<file path="src/rtl/ext_cpu_obi_arbiter_if.sv">
// OBI bundle for the hart-side ports and the shared slave-side port of ext_cpu_obi_arbiter.
// Handshake: an address phase completes on the cycle req and gnt are both high, and the
// master must hold req and its address fields stable until then. rvalid is a one-cycle
// response pulse with no backpressure, and responses return in grant order.
interface ext_cpu_obi_arbiter_if #(
    parameter int NHARTS = 2
);
    typedef struct packed {
        logic        req;
        logic [31:0] addr;
        logic        we;
        logic [3:0]  be;
        logic [31:0] wdata;
    } obi_req_t;

    typedef struct packed {
        logic        gnt;
        logic        rvalid;
        logic [31:0] rdata;
    } obi_resp_t;

    obi_req_t  [NHARTS-1:0] master_req_i;
    obi_resp_t [NHARTS-1:0] master_resp_o;
    obi_req_t               slave_req_o;
    obi_resp_t              slave_resp_i;

    modport slave (
        input  master_req_i,
        output master_resp_o,
        output slave_req_o,
        input  slave_resp_i
    );

    modport master (
        output master_req_i,
        input  master_resp_o,
        input  slave_req_o,
        output slave_resp_i
    );
endinterface

</file>
<file path="src/rtl/ext_cpu_obi_arbiter.sv">
// Round-robin OBI arbiter: NHARTS masters share one in-order slave port. Grants are locked
// while an address phase waits, and responses are steered back through a FIFO of winners.
module ext_cpu_obi_arbiter #(
    parameter int NHARTS          = 2,
    parameter int MAX_OUTSTANDING = 2
) (
    input  logic                                 clk_i,
    input  logic                                 rst_ni,
    ext_cpu_obi_arbiter_if.slave                 bus,
    output logic [$clog2(MAX_OUTSTANDING+1)-1:0] outstanding_o,
    output logic                                 err_o,
    output logic                                 lock_state_o
);
    localparam int IW = (NHARTS > 1) ? $clog2(NHARTS) : 1;
    localparam int PW = (MAX_OUTSTANDING > 1) ? $clog2(MAX_OUTSTANDING) : 1;
    localparam int CW = $clog2(MAX_OUTSTANDING + 1);

    typedef enum logic {
        ST_OPEN   = 1'b0,
        ST_LOCKED = 1'b1
    } lock_state_e;

    lock_state_e state_q, state_d;
    logic [IW-1:0] locked_idx_q, locked_idx_d;
    logic [IW-1:0] rr_ptr_q, rr_ptr_d;
    logic [IW-1:0] fifo_mem [MAX_OUTSTANDING];
    logic [PW-1:0] wr_ptr_q, rd_ptr_q;
    logic [CW-1:0] count_q;
    logic          err_q;

    logic [IW-1:0] winner;
    logic [IW-1:0] cand_idx;
    logic [IW-1:0] head;
    int            cand;
    logic          any_req, full, empty, fwd, hs, push, pop;

    assign full  = (count_q == CW'(MAX_OUTSTANDING));
    assign empty = (count_q == '0);
    assign head  = fifo_mem[rd_ptr_q];

    // Search starts at rr_ptr; iterating from the far end lets the nearest requester win.
    always_comb begin
        winner   = rr_ptr_q;
        any_req  = 1'b0;
        cand     = 0;
        cand_idx = '0;
        if (state_q == ST_LOCKED) begin
            winner  = locked_idx_q;
            any_req = bus.master_req_i[locked_idx_q].req;
        end else begin
            for (int k = NHARTS - 1; k >= 0; k--) begin
                cand = int'(rr_ptr_q) + k;
                if (cand >= NHARTS) cand = cand - NHARTS;
                cand_idx = IW'(cand);
                if (bus.master_req_i[cand_idx].req) begin
                    winner  = cand_idx;
                    any_req = 1'b1;
                end
            end
        end
    end

    assign fwd  = any_req & ~full;
    assign hs   = fwd & bus.slave_resp_i.gnt;
    assign push = hs;
    assign pop  = bus.slave_resp_i.rvalid & ~empty;

    always_comb begin
        bus.slave_req_o     = bus.master_req_i[winner];
        bus.slave_req_o.req = fwd;
        bus.master_resp_o   = '0;
        for (int i = 0; i < NHARTS; i++) begin
            bus.master_resp_o[i].rdata  = bus.slave_resp_i.rdata;
            bus.master_resp_o[i].gnt    = hs && (winner == IW'(i));
            bus.master_resp_o[i].rvalid = pop && (head == IW'(i));
        end
    end

    always_comb begin
        state_d      = state_q;
        locked_idx_d = locked_idx_q;
        rr_ptr_d     = rr_ptr_q;
        case (state_q)
            ST_OPEN: begin
                if (fwd && !bus.slave_resp_i.gnt) begin
                    state_d      = ST_LOCKED;
                    locked_idx_d = winner;
                end
            end
            ST_LOCKED: begin
                if (hs) state_d = ST_OPEN;
            end
            default: state_d = ST_OPEN;
        endcase
        if (hs) rr_ptr_d = (winner == IW'(NHARTS - 1)) ? '0 : winner + 1'b1;
    end

    always_ff @(posedge clk_i or negedge rst_ni) begin
        if (!rst_ni) begin
            state_q      <= ST_OPEN;
            locked_idx_q <= '0;
            rr_ptr_q     <= '0;
            wr_ptr_q     <= '0;
            rd_ptr_q     <= '0;
            count_q      <= '0;
            err_q        <= 1'b0;
        end else begin
            state_q      <= state_d;
            locked_idx_q <= locked_idx_d;
            rr_ptr_q     <= rr_ptr_d;
            if (push) wr_ptr_q <= (wr_ptr_q == PW'(MAX_OUTSTANDING - 1)) ? '0 : wr_ptr_q + 1'b1;
            if (pop)  rd_ptr_q <= (rd_ptr_q == PW'(MAX_OUTSTANDING - 1)) ? '0 : rd_ptr_q + 1'b1;
            case ({push, pop})
                2'b10:   count_q <= count_q + 1'b1;
                2'b01:   count_q <= count_q - 1'b1;
                default: count_q <= count_q;
            endcase
            if (bus.slave_resp_i.rvalid && empty) err_q <= 1'b1;
        end
    end

    // Entries hold only routing indices; stale contents are never read past count_q.
    always_ff @(posedge clk_i) begin
        if (push) fifo_mem[wr_ptr_q] <= winner;
    end

    assign outstanding_o = count_q;
    assign err_o         = err_q;
    assign lock_state_o  = (state_q == ST_LOCKED);
endmodule

</file>
<file path="src/flat_wrapper.sv">
// flat-port wrapper written by rule: the top's interface ports become plain ports
module ext_cpu_obi_arbiter_flat 
#(
    parameter int NHARTS          = 2,
    parameter int MAX_OUTSTANDING = 2
)
  (clk_i, rst_ni, outstanding_o, err_o, lock_state_o, bus_master_req_i, bus_master_resp_o, bus_slave_req_o, bus_slave_resp_i);
  ext_cpu_obi_arbiter_if #(.NHARTS(NHARTS)) bus_i ();
  input  logic clk_i;
  input  logic rst_ni;
  output logic [$clog2(MAX_OUTSTANDING+1)-1:0] outstanding_o;
  output logic err_o;
  output logic lock_state_o;
  input wire logic [$bits(bus_i.master_req_i)-1:0] bus_master_req_i;
  output wire logic [$bits(bus_i.master_resp_o)-1:0] bus_master_resp_o;
  output wire logic [$bits(bus_i.slave_req_o)-1:0] bus_slave_req_o;
  input wire logic [$bits(bus_i.slave_resp_i)-1:0] bus_slave_resp_i;
  assign bus_i.master_req_i = bus_master_req_i;
  assign bus_master_resp_o = bus_i.master_resp_o;
  assign bus_slave_req_o = bus_i.slave_req_o;
  assign bus_i.slave_resp_i = bus_slave_resp_i;
  ext_cpu_obi_arbiter #(.NHARTS(NHARTS), .MAX_OUTSTANDING(MAX_OUTSTANDING)) u_core (.clk_i(clk_i), .rst_ni(rst_ni), .bus(bus_i), .outstanding_o(outstanding_o), .err_o(err_o), .lock_state_o(lock_state_o));
endmodule
</file>
<file path="config.mk">
export PLATFORM = sky130hd
export DESIGN_NAME = ext_cpu_obi_arbiter_flat
export DESIGN_NICKNAME = d
export VERILOG_FILES = /design/src/rtl/ext_cpu_obi_arbiter_if.sv /design/src/rtl/ext_cpu_obi_arbiter.sv /design/src/flat_wrapper.sv
export SDC_FILE = /design/constraint.sdc
export NUM_CORES = 1
export LEC_CHECK = 0
export BUFFER_PORTS_ARGS = -buffer_cell sky130_fd_sc_hd__buf_2
export CAP_MARGIN = 25
export CORE_AREA = 3 3 123 125
export DETAILED_ROUTE_END_ITERATION = 8
export DIE_AREA = 0 0 126 128
export SLEW_MARGIN = 20
export SYNTH_ARGS = -nofsm -noshare
export SYNTH_HDL_FRONTEND = slang
export SYNTH_SLANG_ARGS = --single-unit
</file>
<file path="constraint.sdc">
create_clock -name clk_i -period 2.8 [get_ports clk_i]
set_input_delay 0.28 -clock clk_i [delete_from_list [all_inputs] [get_ports clk_i]]
set_output_delay 0.28 -clock clk_i [all_outputs]
set_load 0.03 [all_outputs]
</file>
Word level (Yosys, flattened, before mapping)
Memories as Yosys holds them, arrays and structs flattened.
Index checks and enable logic that the tools add are counted.
{ "word_totals": {"reg_bits": 8, "mem_bits_rw": 2, "input_bits": 176, "out_inout_bits": 142, "wordCells": 70, "memories": 1} }
{ "mem_list": {"columns": ["memory", "words", "width", "read_ports", "rd_ports_with_merged_regs", "write_ports", "line_no", "rtl"], "rows": [
  ["u_core.fifo_mem", 2, 1, 1, 0, 1, "ext_cpu_obi_arbiter.sv:26", "logic [IW-1:0] fifo_mem [MAX_OUTSTANDING];"]
]} }
{ "classes": {"n_addsub": 8, "magnitude_cmp": 6, "n_eq_ne": 3, "muxes": 27, "bitwise": 8, "n_reduce_logical": 10} }
{ "op_table": {"columns": ["cell", "n"], "rows": [
  ["70-bit 2-to-1 mux", 6],
  ["69-bit 2-to-1 mux", 2],
  ["1-bit 2-to-1 mux", 17],
  ["1-bit by 2-bit less-than comparator with 1-bit output, second input constant", 4],
  ["1-bit logical AND", 6],
  ["1-bit inverter", 5],
  ["2-bit equality test, second input constant", 2],
  ["2-bit case mux with 2 select lines", 1],
  ["1-bit adder, second input constant", 3],
  ["1-bit bitwise AND", 3],
  ["1-bit by 1-bit adder with 2-bit output, second input constant", 1],
  ["2-bit by 1-bit adder with 2-bit output, second input constant", 1],
  ["2-bit by 1-bit equality test with 1-bit output, second input constant", 1],
  ["1-bit by 2-bit >= comparator with 1-bit output, second input constant", 1],
  ["2-bit >= comparator, second input constant", 1],
  ["2-bit zero test", 1],
  ["1-bit case mux with 2 select lines", 1],
  ["2-bit AND reduction", 1],
  ["2-bit nonzero test", 1],
  ["1-bit subtractor, second input constant", 2],
  ["2-bit by 1-bit subtractor with 2-bit output, second input constant", 1],
  ["1-bit zero test", 1]
]} }

Depth between registers and ports, before layout
Gate-level depths: netlist of the first run.
{ "logic_depth": {"ltp_word": 13, "depth_mapped": 7, "mapped_depth_nobuf": 7} }

Worst setup path after synthesis of the first run
Ideal clock, no wire load.
{ "synth_path": {"path_type": "register to output", "from": "register with a tool-made name", "to": "output port bus_master_resp_o[67]", "t_arrival_ps": 1596, "required_ps": 2520, "path_slack_ps": 924, "stages_incl_launch_ff": 5, "n_path_buf": 2, "path_cell_list": "dfrtp_1 o31a_1 buf_6 buf_6 nor2_1"} }
{ "synth_lines": {"columns": ["item", "line_no", "rtl"], "rows": [
  ["end: declaration", "flat_wrapper.sv:15", "output wire logic [$bits(bus_i.master_resp_o)-1:0] bus_master_resp_o;"]
]} }

==> summary.md, run 1 <==
| Metric | Value |
|---|---|
| Status | `complete, no violations` |
| Finished Layout Cells | `roughly 520` |
| Synth-to-layout area growth | `39.2%` |
| Crit path arrival time | `just over 2 ns` |
| Power Density | `approximately 1200 nW/µm²` |
| Antenna violation net count after detailed routing | `0` |
| Post-synthesis mux area share | `between 40 and 50%` |
| Mean Syn Cell Area | `11.4 µm²` |
| Post-synth top area cell | `mux2_4` |
| Die W | `about 130 µm` |
| TritonCTS Buffers | `3` |
| Synth unique cells | `27` |
| Total Routing Usage GR | `approximately 7.8%` |
| Post-Synth Simple-Gate Area | `under 10%` |
| Area fraction of the dominant cell type after synthesis | `between 40% and 50%` |
| Part of the cycle the worst path needs | `a little over 80%` |
| Worst Path Max Fanout | `33` |
| Final hold violation count | `0` |
| Synth Cell Area | `between 2000 and 2500 µm²` |
| Leakage | `around 1.7 nW` |
| RSZ-0062 raised after global routing | `no` |
| Setup_tns | `0 ns` |
| Syn_nets | `~370` |
| Cells after DPL | `approximately 520` |
| Required time of the critical path | `roughly 2.5 ns` |
| Initial antenna violation count | `0` |
| Top post-synthesis cells by area | `mux2_4 46%, buf_4 23%, dfrtp_1 9.4%, buf_12 5.6%, edfxtp_1 2.8%` |
| Total power | `roughly 3.5 mW` |
| Pins over their slew limit | `0` |
| Die area | `about 16000 µm²` |
| Slowest-stage cell, CP | `dfrtp_1` |
| Peak VDD IR | `around 0.32 mV` |
| Clk pwr share | `around 7%` |
| Hpwl dp | `around 6400 µm` |
| Largest family of logic cells by synthesized area | `multiplexers` |
| Top FF cell, synth | `dfrtp_1` |
| DR vias | `between 1500 and 2000` |
| Vias in the first global route | `1879` |
| Post-synth EDFFs | `2` |
| Synth Register Bits | `10` |
| Final core occ | `21.3%` |
| Gr ovfl total | `0` |
| Layout cells sized above 1 | `between 80 and 90%` |
| Reg power frac | `~8.0%` |
| Num Clock Sinks | `10` |
| Minimum clock period after layout | `between 2 and 2.5 ns` |
| Clock buffer depth | `2` |
| Initial Util | `around 15%` |
| Switching pwr | `1.80 mW` |
| Core Region | `~14000 µm²` |
| Worst clock skew | `between 0.0006 and 0.0007 ns` |
| Worst slew pin tran | `about 0.55 ns` |
| H-tree depth | `1` |
| XOR/XNOR Fraction of Synth Area | `approximately 2%` |
| Worst setup SP type | `flop` |
| Int Pwr | `around 1.7 mW` |
| Worst path cell trace | `nand2_1 -> o31a_2 -> buf_12 -> mux2_4 -> buf_2` |
| Post-synthesis instance total | `about 190` |
| Largest net degree at the start of global routing | `34` |
| Routed Wire Length | `slightly above 7000 µm` |
| Worst hold path type | `input port to flop` |
| Largest stage delay, worst path | `approximately 0.43 ns` |
| DR pass1 iterations | `4` |
| Worst skew pair latency | `approximately 0.23 ns` |
| Max Cap Viol | `0` |
| Final hold slack | `0.264 ns` |
| Count of input and output buffers | `between 200 and 250` |
| Synth Area in Compound Gates | `2.87%` |
| Vias per Instance | `approximately 3.6` |
| Clk root buf | `clkbuf_16` |
| 1st-iter DRT viols | `85` |
| Sequential-to-total area share from yosys stat | `between 10% and 20%` |
| Routed wire per std cell | `between 10 and 15 µm` |
| Ys async rst share | `80.0%` |
| Chip Height | `~130 µm` |
| Clock transition at path regs | `around 0.04 ns` |
| Max Clock Freq | `between 0.4 and 0.5 GHz` |
| Diode count | `0` |
| DRC | `0` |
| Switching fraction of total power | `between 50 and 60%` |
| Ports | `approximately 320` |
| Number of synthesis warnings | `0` |
| Final GP Congestion | `approximately 0.7` |
| Crit Path Category | `flop to output pin` |
| Worst slew margin | `between 60% and 70%` |
| First-pass GRT wire length | `10000 µm` |
| CP endpoint kind | `output pin` |
| Post-synthesis adder-cell area fraction | `0.585%` |
| Final setup violation count | `0` |
| Std-Cell Rows | `43` |
| Combinational power share | `between 80% and 90%` |
| CTS tree | `yes` |
| NumNets Final | `between 500 and 600` |
final timing paths:
check | start | endpoint | slack (ns) | cells past startpoint
max in group asynchronous | rst_ni | u_core.locked_idx_q$_DFFE_PN0P_ | 2.18 | 2
worst max-delay path | flop | bus_slave_req_o[63] | 0.48 | 5
worst max register to register | u_core.outstanding_o[0]$_DFFE_PN0P_ | u_core.outstanding_o[1]$_DFFE_PN0P_ | 1.04 | 7
worst min-delay path | bus_slave_resp_i[32] | u_core.err_o$_DFFE_PN0P_ | 0.26 | 2
worst min register to register | u_core.err_o$_DFFE_PN0P_ | u_core.err_o$_DFFE_PN0P_ | 0.45 | 1
min in group asynchronous | rst_ni | u_core.wr_ptr_q$_DFFE_PN0N_ | 0.44 | 2
flip-flops by register name, summed over array words and instances (netlist names), named ones only:
name,count
u_core.outstanding_o,2
u_core.err_o,1
u_core.rr_ptr_q,1
u_core.wr_ptr_q,1
u_core.rd_ptr_q,1
u_core.locked_idx_q,1
u_core.fifo_mem,2
cells in the mapped netlist, types with 2 or more instances:
library cell,n
buf_12,6
a21oi_1,2
edfxtp_1,2
nand2_1,2
mux2_4,66
mux2_2,3
buf_6,2
dfrtp_1,8
inv_1,4
nor2_1,9
xnor2_1,4
buf_4,65
timing repair:
item / in CTS / in global routing
hold endpoints to repair: 8 / 0
hold buffers: 1 / 0
buffers inserted: 0 / 0
resized for setup: 0 / 0
worst max-delay path, delay by kind of cell, from the launching register on:
family          cells  cell delay [ns]
buf+inv             2             0.49
mux                 1             0.34
flops               1             0.43
simple gates        1             0.08
compound gates      1             0.43
logic make-up after synthesis:
kind of cell / after synthesis
buf+inv: 77
flops: 10
xor+xnor: 5
compound gates: 9
fa+ha+maj: 1
mux: 71
simple gates: 15
power by group through the flow:
stage                     clock [mW]  combinational (mW)  sequential (mW)
after floorplan                    0                2.67            0.307
after global placement             0                2.97            0.279
after detailed placement           0                2.98            0.283
after CTS                      0.259                2.99            0.281
after global routing           0.270                3.11            0.290
final                          0.252                2.95            0.280
layout by cell type (no fill, tap or decap):
| cell | instances |
|---|---|
| edfxtp_1 | 2 |
| clkinv_1 | 1 |
| a21oi_1 | 2 |
| buf_2 | 221 |
| xnor2_1 | 4 |
| o31a_2 | 1 |
| mux2i_1 | 1 |
| nor2b_1 | 1 |
| and3_1 | 1 |
| a21o_1 | 1 |
| a31oi_1 | 1 |
| nand2_1 | 2 |
| nand3_2 | 1 |
| mux2_4 | 66 |
| inv_1 | 4 |
| mux2_1 | 1 |
| dfrtp_1 | 8 |
| buf_12 | 2 |
| buf_4 | 1 |
| a21oi_2 | 1 |
| and2_1 | 1 |
| xor2_1 | 1 |
| o211ai_1 | 1 |
| o21ai_0 | 1 |
| ha_1 | 1 |
| nor2_1 | 9 |
| o21a_1 | 1 |
| clkbuf_16 | 3 |
| dlygate4sd3_1 | 1 |
| mux2_2 | 3 |
per-stage QoR:
step                      instance area [µm²]  setup slack (ns)
after CTS                                2980             0.457
after floorplan                          2140             0.924
after global routing                     2980             0.345
after global placement                   2890             0.648
after detailed placement                 2890             0.659
final                                    2980             0.476
area by class of cell:
cell class                 count  area, µm²
timing repair buffer         225       1160
clock inverter                 1       3.75
inverter                       4       15.0
sequential                    10        260
clock buffer                   3       75.1
multi-input combinational    101       1230
tap                          180        225
fill                        1580      11000
metal layers:
metal	vias to the layer above	GRT usage (%)	part of all wire, %
met5	-	0	0
met4	0	0.757	0.17
met3	2	4.71	15
met2	181	12.6	48
met1	837	9.39	37
li1	889	-	-
(Power assumes the default switching activity.)
==> inputs of run 2 (changes only) <==
- CORE_AREA: 3 3 123 125 -> 3 3 124 126
- DIE_AREA: 0 0 126 128 -> 0 0 127 129
- clock period: 2.8 -> 1.9 ns (I/O delays scaled with it)
==> summary.md, run 2 (same netlist as run 1, synthesis figures left out) <==
| Metric | Value |
|---|---|
| Status | `finished, violations left (was complete, no violations)` |
| Failing checks | `negative setup slack` |
| Initial antenna violation count | `0 (unchanged)` |
| Worst hold path type | `input port to flop (unchanged)` |
| RSZ-0062 raised after global routing | `yes (was no)` |
| Minimum clock period after layout | `just over 2 ns` |
| Peak VDD IR | `0.783 mV (was 0.322 mV)` |
| Total Routing Usage GR | `7.17% (was 7.83%)` |
| Vias per Instance | `3.54 (was 3.64)` |
| Final hold violation count | `0 (unchanged)` |
| TritonCTS Buffers | `3 (unchanged)` |
| DR pass1 iterations | `6 (was 4)` |
| Leakage | `1.98 nW (was 1.70 nW)` |
| Setup WS post-layout | `-0.110 ns (was 0.476 ns)` |
| Gr ovfl total | `0 (unchanged)` |
| Largest stage delay, worst path | `0.39 ns (was 0.43 ns)` |
| Layout cells sized above 1 | `87.9% (was 86.9%)` |
| Vias in the first global route | `1797 (was 1879)` |
| Routed wire per std cell | `14.2 µm (was 13.9 µm)` |
| Worst skew pair latency | `0.23 ns (about the same)` |
| Worst slew pin tran | `0.250 ns (was 0.555 ns)` |
| Crit path arrival time | `1.82 ns (was 2.04 ns)` |
| Worst setup SP type | `flop (unchanged)` |
| Clk root buf | `clkbuf_16 (unchanged)` |
| First-pass GRT wire length | `9500 µm (was 10000 µm)` |
| Num Clock Sinks | `10 (unchanged)` |
| Worst Path Max Fanout | `7 (was 33)` |
| Final setup violation count | `64 (was 0)` |
| CP Launch Point | `u_core.rr_ptr_q$_DFFE_PN0N_` |
| Std-Cell Rows | `44 (was 43)` |
| DRC | `0 (unchanged)` |
| Diode count | `0 (unchanged)` |
| Die W | `127 µm (was 126 µm)` |
| Synth-to-layout area growth | `71.0% (was 39.2%)` |
| Initial Util | `14.8% (was 15.3%)` |
| Max Cap Viol | `0 (unchanged)` |
| Crit Path Category | `flop to output pin (unchanged)` |
| Chip Height | `129 µm (was 128 µm)` |
| Worst path cell trace | `a21oi_2 -> o31a_4 -> buf_12 -> clkbuf_16 -> mux2_4 -> buf_6 (was nand2_1 -> o31a_2 -> buf_12 -> mux2_4 -> buf_2)` |
| Final core occ | `25.4% (was 21.3%)` |
| Slowest-stage cell, CP | `o31a_4 (was dfrtp_1)` |
| CTS tree | `yes (unchanged)` |
| 1st-iter DRT viols | `31 (was 85)` |
| Clock transition at path regs | `0.04 ns (about the same)` |
| Final GP Congestion | `0.723 (was 0.704)` |
| NumNets Final | `542 (was 522)` |
| Max Clock Freq | `0.497 GHz` |
| Part of the cycle the worst path needs | `106%` |
| CP endpoint kind | `output pin (unchanged)` |
| H-tree depth | `1 (unchanged)` |
| Routed Wire Length | `7760 µm (was 7270 µm)` |
| Pins over their slew limit | `0 (unchanged)` |
| Ports | `318 (unchanged)` |
| Count of input and output buffers | `221 (unchanged)` |
| DR vias | `1940 (was 1909)` |
| Commonest non-fill, non-tap cells in the layout | `158 x buf_2, 69 x buf_6, 66 x mux2_4, 9 x nor2_1, 9 x buf_4 (was 221 x buf_2, 66 x mux2_4, 9 x nor2_1, 8 x dfrtp_1)` |
| Worst slew margin | `83.2% (was 62.6%)` |
| Core Region | `14400 µm² (was 14000 µm²)` |
| Critical R2R Launch | `u_core.outstanding_o[0]$_DFFE_PN0P_ (unchanged)` |
| Total power | `6.70 mW (was 3.48 mW)` |
| Clock buffer depth | `2 (unchanged)` |
| Hpwl dp | `5970 µm (was 6430 µm)` |
| Required time of the critical path | `1.71 ns (was 2.52 ns)` |
| Placement Setup Slack | `0.0759 ns (was 0.659 ns)` |
| Power Density | `1830 nW/µm² (was 1170 nW/µm²)` |
| Most common cell after layout, fill and taps aside | `buf_2 (unchanged)` |
| Antenna violation net count after detailed routing | `0 (unchanged)` |
| Die area | `16400 µm² (was 16100 µm²)` |
| Largest net degree at the start of global routing | `20 (was 34)` |
| Hold Startpoint | `bus_slave_resp_i[32] (unchanged)` |
| Worst clock skew | `0.00373 ns (was 0.000601 ns)` |
## run 2: cell count changes in the layout (fill, tap and decap cells not counted)
| cell | change |
|---|---|
| buf_8 | +1 |
| buf_16 | +1 |
| clkbuf_16 | +4 |
| a21oi_1 | -1 |
| buf_4 | +8 |
| o31a_2 | -1 |
| clkbuf_1 | +1 |
| buf_6 | +69 |
| a21oi_2 | +1 |
| clkinv_1 | -1 |
| buf_2 | -63 |
| o31a_4 | +1 |
## run 2: area by class of cell
type,count,area (µm²)
fill,1500,10800
timing repair buffer,245,1830
multi-input combinational,101,1250
sequential,10,260
tap,184,230
clock buffer,4,78.8
inverter,4,15.0
## run 2: stage by stage
stage               area (µm²)  instances  hold WS [ns]  TNS (ns)
floorplan                 2140        188        -0.106         0
global placement          2980        533        0.0456         0
detailed placement        2980        533        0.0446         0
CTS                       3400        542         0.177     -5.02
global route              3660        548         0.176     -9.36
finish                    3660        548         0.178     -5.47
## run 2: report_power, final
part / total (mW) / switching [mW] / internal [mW]
Sequential: 0.389 / 0.0711 / 0.318
Combinational: 5.94 / 2.80 / 3.13
Clock: 0.372 / 0.0920 / 0.281
## run 2: path summary, 6_finish.rpt
check	depth (start not counted)	slack (ns)	to
min reg2reg	1	0.45	u_core.err_o$_DFFE_PN0P_
max reg2reg	6	0.40	u_core.outstanding_o[1]$_DFFE_PN0P_
min in group asynchronous	2	0.33	asynchronous set/reset pin
max in group asynchronous	2	1.41	u_core.err_o$_DFFE_PN0P_
min	2	0.18	u_core.err_o$_DFFE_PN0P_
max	6	-0.11	bus_slave_req_o[18]
## run 2: timing repair
action                                 4_1_cts  5_1_grt
hold buffers                                 1        0
endpoints found under the hold margin        8        0
pin swaps                                    0        1
buffers inserted                             4        1
cloned                                       0        5
resized for setup                          102       34
setup endpoints to repair                   53       68
## run 2: per-layer routing
metal / vias up / GRT usage [%] / part of all wire [%]
li1: 935 / - / -
met2: 152 / 13.1 / 52
met3: 6 / 2.74 / 12
met4: 0 / 1.58 / 0.88
met5: - / 0 / 0
met1: 847 / 7.92 / 35
## run 2: worst max-delay path: cells and delay by family (launching register included)
kind,cells,cell delay (ns)
buf+inv,3,0.48
compound gates,2,0.44
flops,1,0.37
mux,1,0.30
==> inputs of run 3 (changes only) <==
- PLACE_DENSITY: not set -> 0.51
==> summary.md, run 3 (same netlist as run 1, synthesis figures left out) <==
| Metric | Value |
|---|---|
| Vias in the first global route | `2056 (was 1797)` |
| Failing checks | `negative setup slack (unchanged)` |
| Cells after DPL | `531 (was 533)` |
| Status | `finished, violations left (unchanged)` |
| H-tree depth | `1 (unchanged)` |
| Final hold violation count | `0 (unchanged)` |
| Crit Path Category | `flop to output pin (unchanged)` |
| Multi-input gate area | `1230 µm² (was 1250 µm²)` |
| Fillers | `1507 (was 1500)` |
| Worst clock skew | `0.000474 ns (was 0.00373 ns)` |
| Storage element area | `260 µm² (unchanged)` |
| Diode count | `0 (unchanged)` |
| Chip Height | `129 µm (unchanged)` |
| Synth-to-layout area growth | `70.5% (was 71.0%)` |
| Largest stage delay, worst path | `0.38 ns (was 0.39 ns)` |
| Worst skew pair latency | `0.24 ns (was 0.23 ns)` |
| Setup_tns | `-5.63 ns (was -5.47 ns)` |
| Clock transition at path regs | `0.04 ns (about the same)` |
| TritonCTS Buffers | `3 (unchanged)` |
| Worst hold path type | `input port to flop (unchanged)` |
| CTS tree | `yes (unchanged)` |
| Max Cap Viol | `0 (unchanged)` |
| Crit path arrival time | `1.82 ns (about the same)` |
| Minimum clock period after layout | `2.01 ns (about the same)` |
| Commonest non-fill, non-tap cells in the layout | `152 x buf_2, 67 x buf_6, 66 x mux2_4, 9 x nor2_1, 8 x dfrtp_1 (was 158 x buf_2, 69 x buf_6, 66 x mux2_4, 9 x nor2_1, 9 x buf_4)` |
| NumNets Final | `536 (was 542)` |
| Core Region | `14400 µm² (unchanged)` |
| Slowest-stage cell, CP | `o31a_2 (was o31a_4)` |
| Routed wire per std cell | `15.1 µm (was 14.2 µm)` |
| CP endpoint kind | `output pin (unchanged)` |
| Die area | `16400 µm² (unchanged)` |
| Clk root buf | `clkbuf_16 (unchanged)` |
| Pins over their slew limit | `0 (unchanged)` |
| Worst slew margin | `83.1% (was 83.2%)` |
| Antenna violation net count after detailed routing | `0 (unchanged)` |
| Design area | `3650 µm² (was 3660 µm²)` |
| Leakage | `1.97 nW (was 1.98 nW)` |
| Die W | `127 µm (unchanged)` |
| Gr ovfl total | `0 (unchanged)` |
| Layout cells sized above 1 | `87.4% (was 87.9%)` |
| Area after DPL | `2970 µm² (was 2980 µm²)` |
| First-pass GRT wire length | `10400 µm (was 9500 µm)` |
| Vias per Instance | `3.72 (was 3.54)` |
| RSZ-0062 raised after global routing | `yes (unchanged)` |
| Std-Cell Rows | `44 (unchanged)` |
| Finished Layout Cells | `542 (was 548)` |
| Worst slew pin tran | `0.254 ns (was 0.250 ns)` |
| Initial Util | `14.8% (unchanged)` |
| Num Clock Sinks | `10 (unchanged)` |
| Required time of the critical path | `1.71 ns (about the same)` |
| DR pass1 iterations | `4 (was 6)` |
| Routed Wire Length | `8170 µm (was 7760 µm)` |
| Total power | `6.74 mW (was 6.70 mW)` |
| Hpwl dp | `6440 µm (was 5970 µm)` |
| WP depth | `6 (unchanged)` |
| Power Density | `1850 nW/µm² (was 1830 nW/µm²)` |
| Initial antenna violation count | `0 (unchanged)` |
| Final core occ | `25.3% (was 25.4%)` |
| Hold-critical path depth | `2 (unchanged)` |
| Clock buffer depth | `2 (unchanged)` |
| DRC | `0 (unchanged)` |
| Placement Setup Slack | `0.0863 ns (was 0.0759 ns)` |
| DR vias | `2018 (was 1940)` |
| Max Clock Freq | `0.499 GHz (was 0.497 GHz)` |
| Worst Path Max Fanout | `12 (was 7)` |
| Total Routing Usage GR | `7.89% (was 7.17%)` |
| Ports | `318 (unchanged)` |
| Final GP Congestion | `0.704 (was 0.723)` |
| Sum of buffers and inverters on the critical path | `3 (unchanged)` |
| Final setup violation count | `68 (was 64)` |
| Largest net degree at the start of global routing | `25 (was 20)` |
| Count of input and output buffers | `221 (unchanged)` |
| Final hold slack | `0.175 ns (was 0.178 ns)` |
| Delay-heaviest family, CP | `buffers and inverters (unchanged)` |
| Post-CTS Setup Inserts | `0 (was 4)` |
| Worst path cell trace | `a21oi_1 -> o31a_2 -> buf_12 -> buf_16 -> mux2_4 -> buf_6 (was a21oi_2 -> o31a_4 -> buf_12 -> clkbuf_16 -> mux2_4 -> buf_6)` |
| Setup WS post-layout | `-0.105 ns (was -0.110 ns)` |
| Most common cell after layout, fill and taps aside | `buf_2 (unchanged)` |
| Part of the cycle the worst path needs | `106% (about the same)` |
| Worst setup SP type | `flop (unchanged)` |
| Peak VDD IR | `0.703 mV (was 0.783 mV)` |
| Reg2Reg Depth | `5 (was 6)` |
| 1st-iter DRT viols | `57 (was 31)` |
[run 3: changes by cell type in the layout (fill, tap and decap cells not counted), sizes merged]
cell    before  now
buf        240  234
clkbuf       8    7
clkinv       0    1
[run 3: routing by layer]
layer	GRT usage, %	part of all wire (%)	vias to the layer above
met5	0	0	-
met4	1.45	0.44	0
met3	2.91	12	8
met2	13.6	50	153
met1	9.50	38	935
li1	-	-	922
[run 3: layout make-up]
type	instances	share of cell area, %
Inverter	4	0.412
Sequential cell	10	7.14
Multi-Input combinational cell	101	33.9
Clock inverter	1	0.103
Tap cell	184	6.31
Timing Repair Buffer	239	50.1
Clock buffer	3	2.06
[run 3: worst register-to-register path: cells and delay by family (launching register included)]
| kind | cells | cell delay [ns] |
|---|---|---|
| adders and majority gates | 1 | 0.37 |
| AOI/OAI and AO/OA | 1 | 0.27 |
| DFF | 1 | 0.43 |
| and+or+nand+nor | 2 | 0.37 |
| xor gates and xnor gates | 1 | 0.15 |
[run 3: what timing repair did]
item                                   in CTS  in global routing
hold buffers                                1                  0
resized for setup                          79                 67
endpoints found under the hold margin       8                  0
gates cloned                                0                  6
pin swaps                                   0                  1
setup endpoints to repair                  69                 70
[run 3: path summary, 6_finish.rpt]
kind | from | endpoint | slack (ns)
max | u_core.rr_ptr_q$_DFFE_PN0N_ | bus_slave_req_o[16] | -0.11
min | bus_slave_resp_i[32] | u_core.err_o$_DFFE_PN0P_ | 0.18
min in group asynchronous | rst_ni | u_core.err_o$_DFFE_PN0P_ | 0.33
max in group asynchronous | rst_ni | asynchronous set/reset pin | 1.39
max reg2reg | u_core.outstanding_o[1]$_DFFE_PN0P_ | u_core.outstanding_o[1]$_DFFE_PN0P_ | 0.24
min reg2reg | u_core.err_o$_DFFE_PN0P_ | u_core.err_o$_DFFE_PN0P_ | 0.46
[run 3: power breakdown]
| part | leakage [nW] | switching, mW | internal (mW) | total [mW] |
|---|---|---|---|---|
| sequential | 0.107 | 0.0757 | 0.318 | 0.393 |
| clock | 0.0385 | 0.102 | 0.276 | 0.378 |
| combinational | 1.82 | 2.84 | 3.13 | 5.96 |
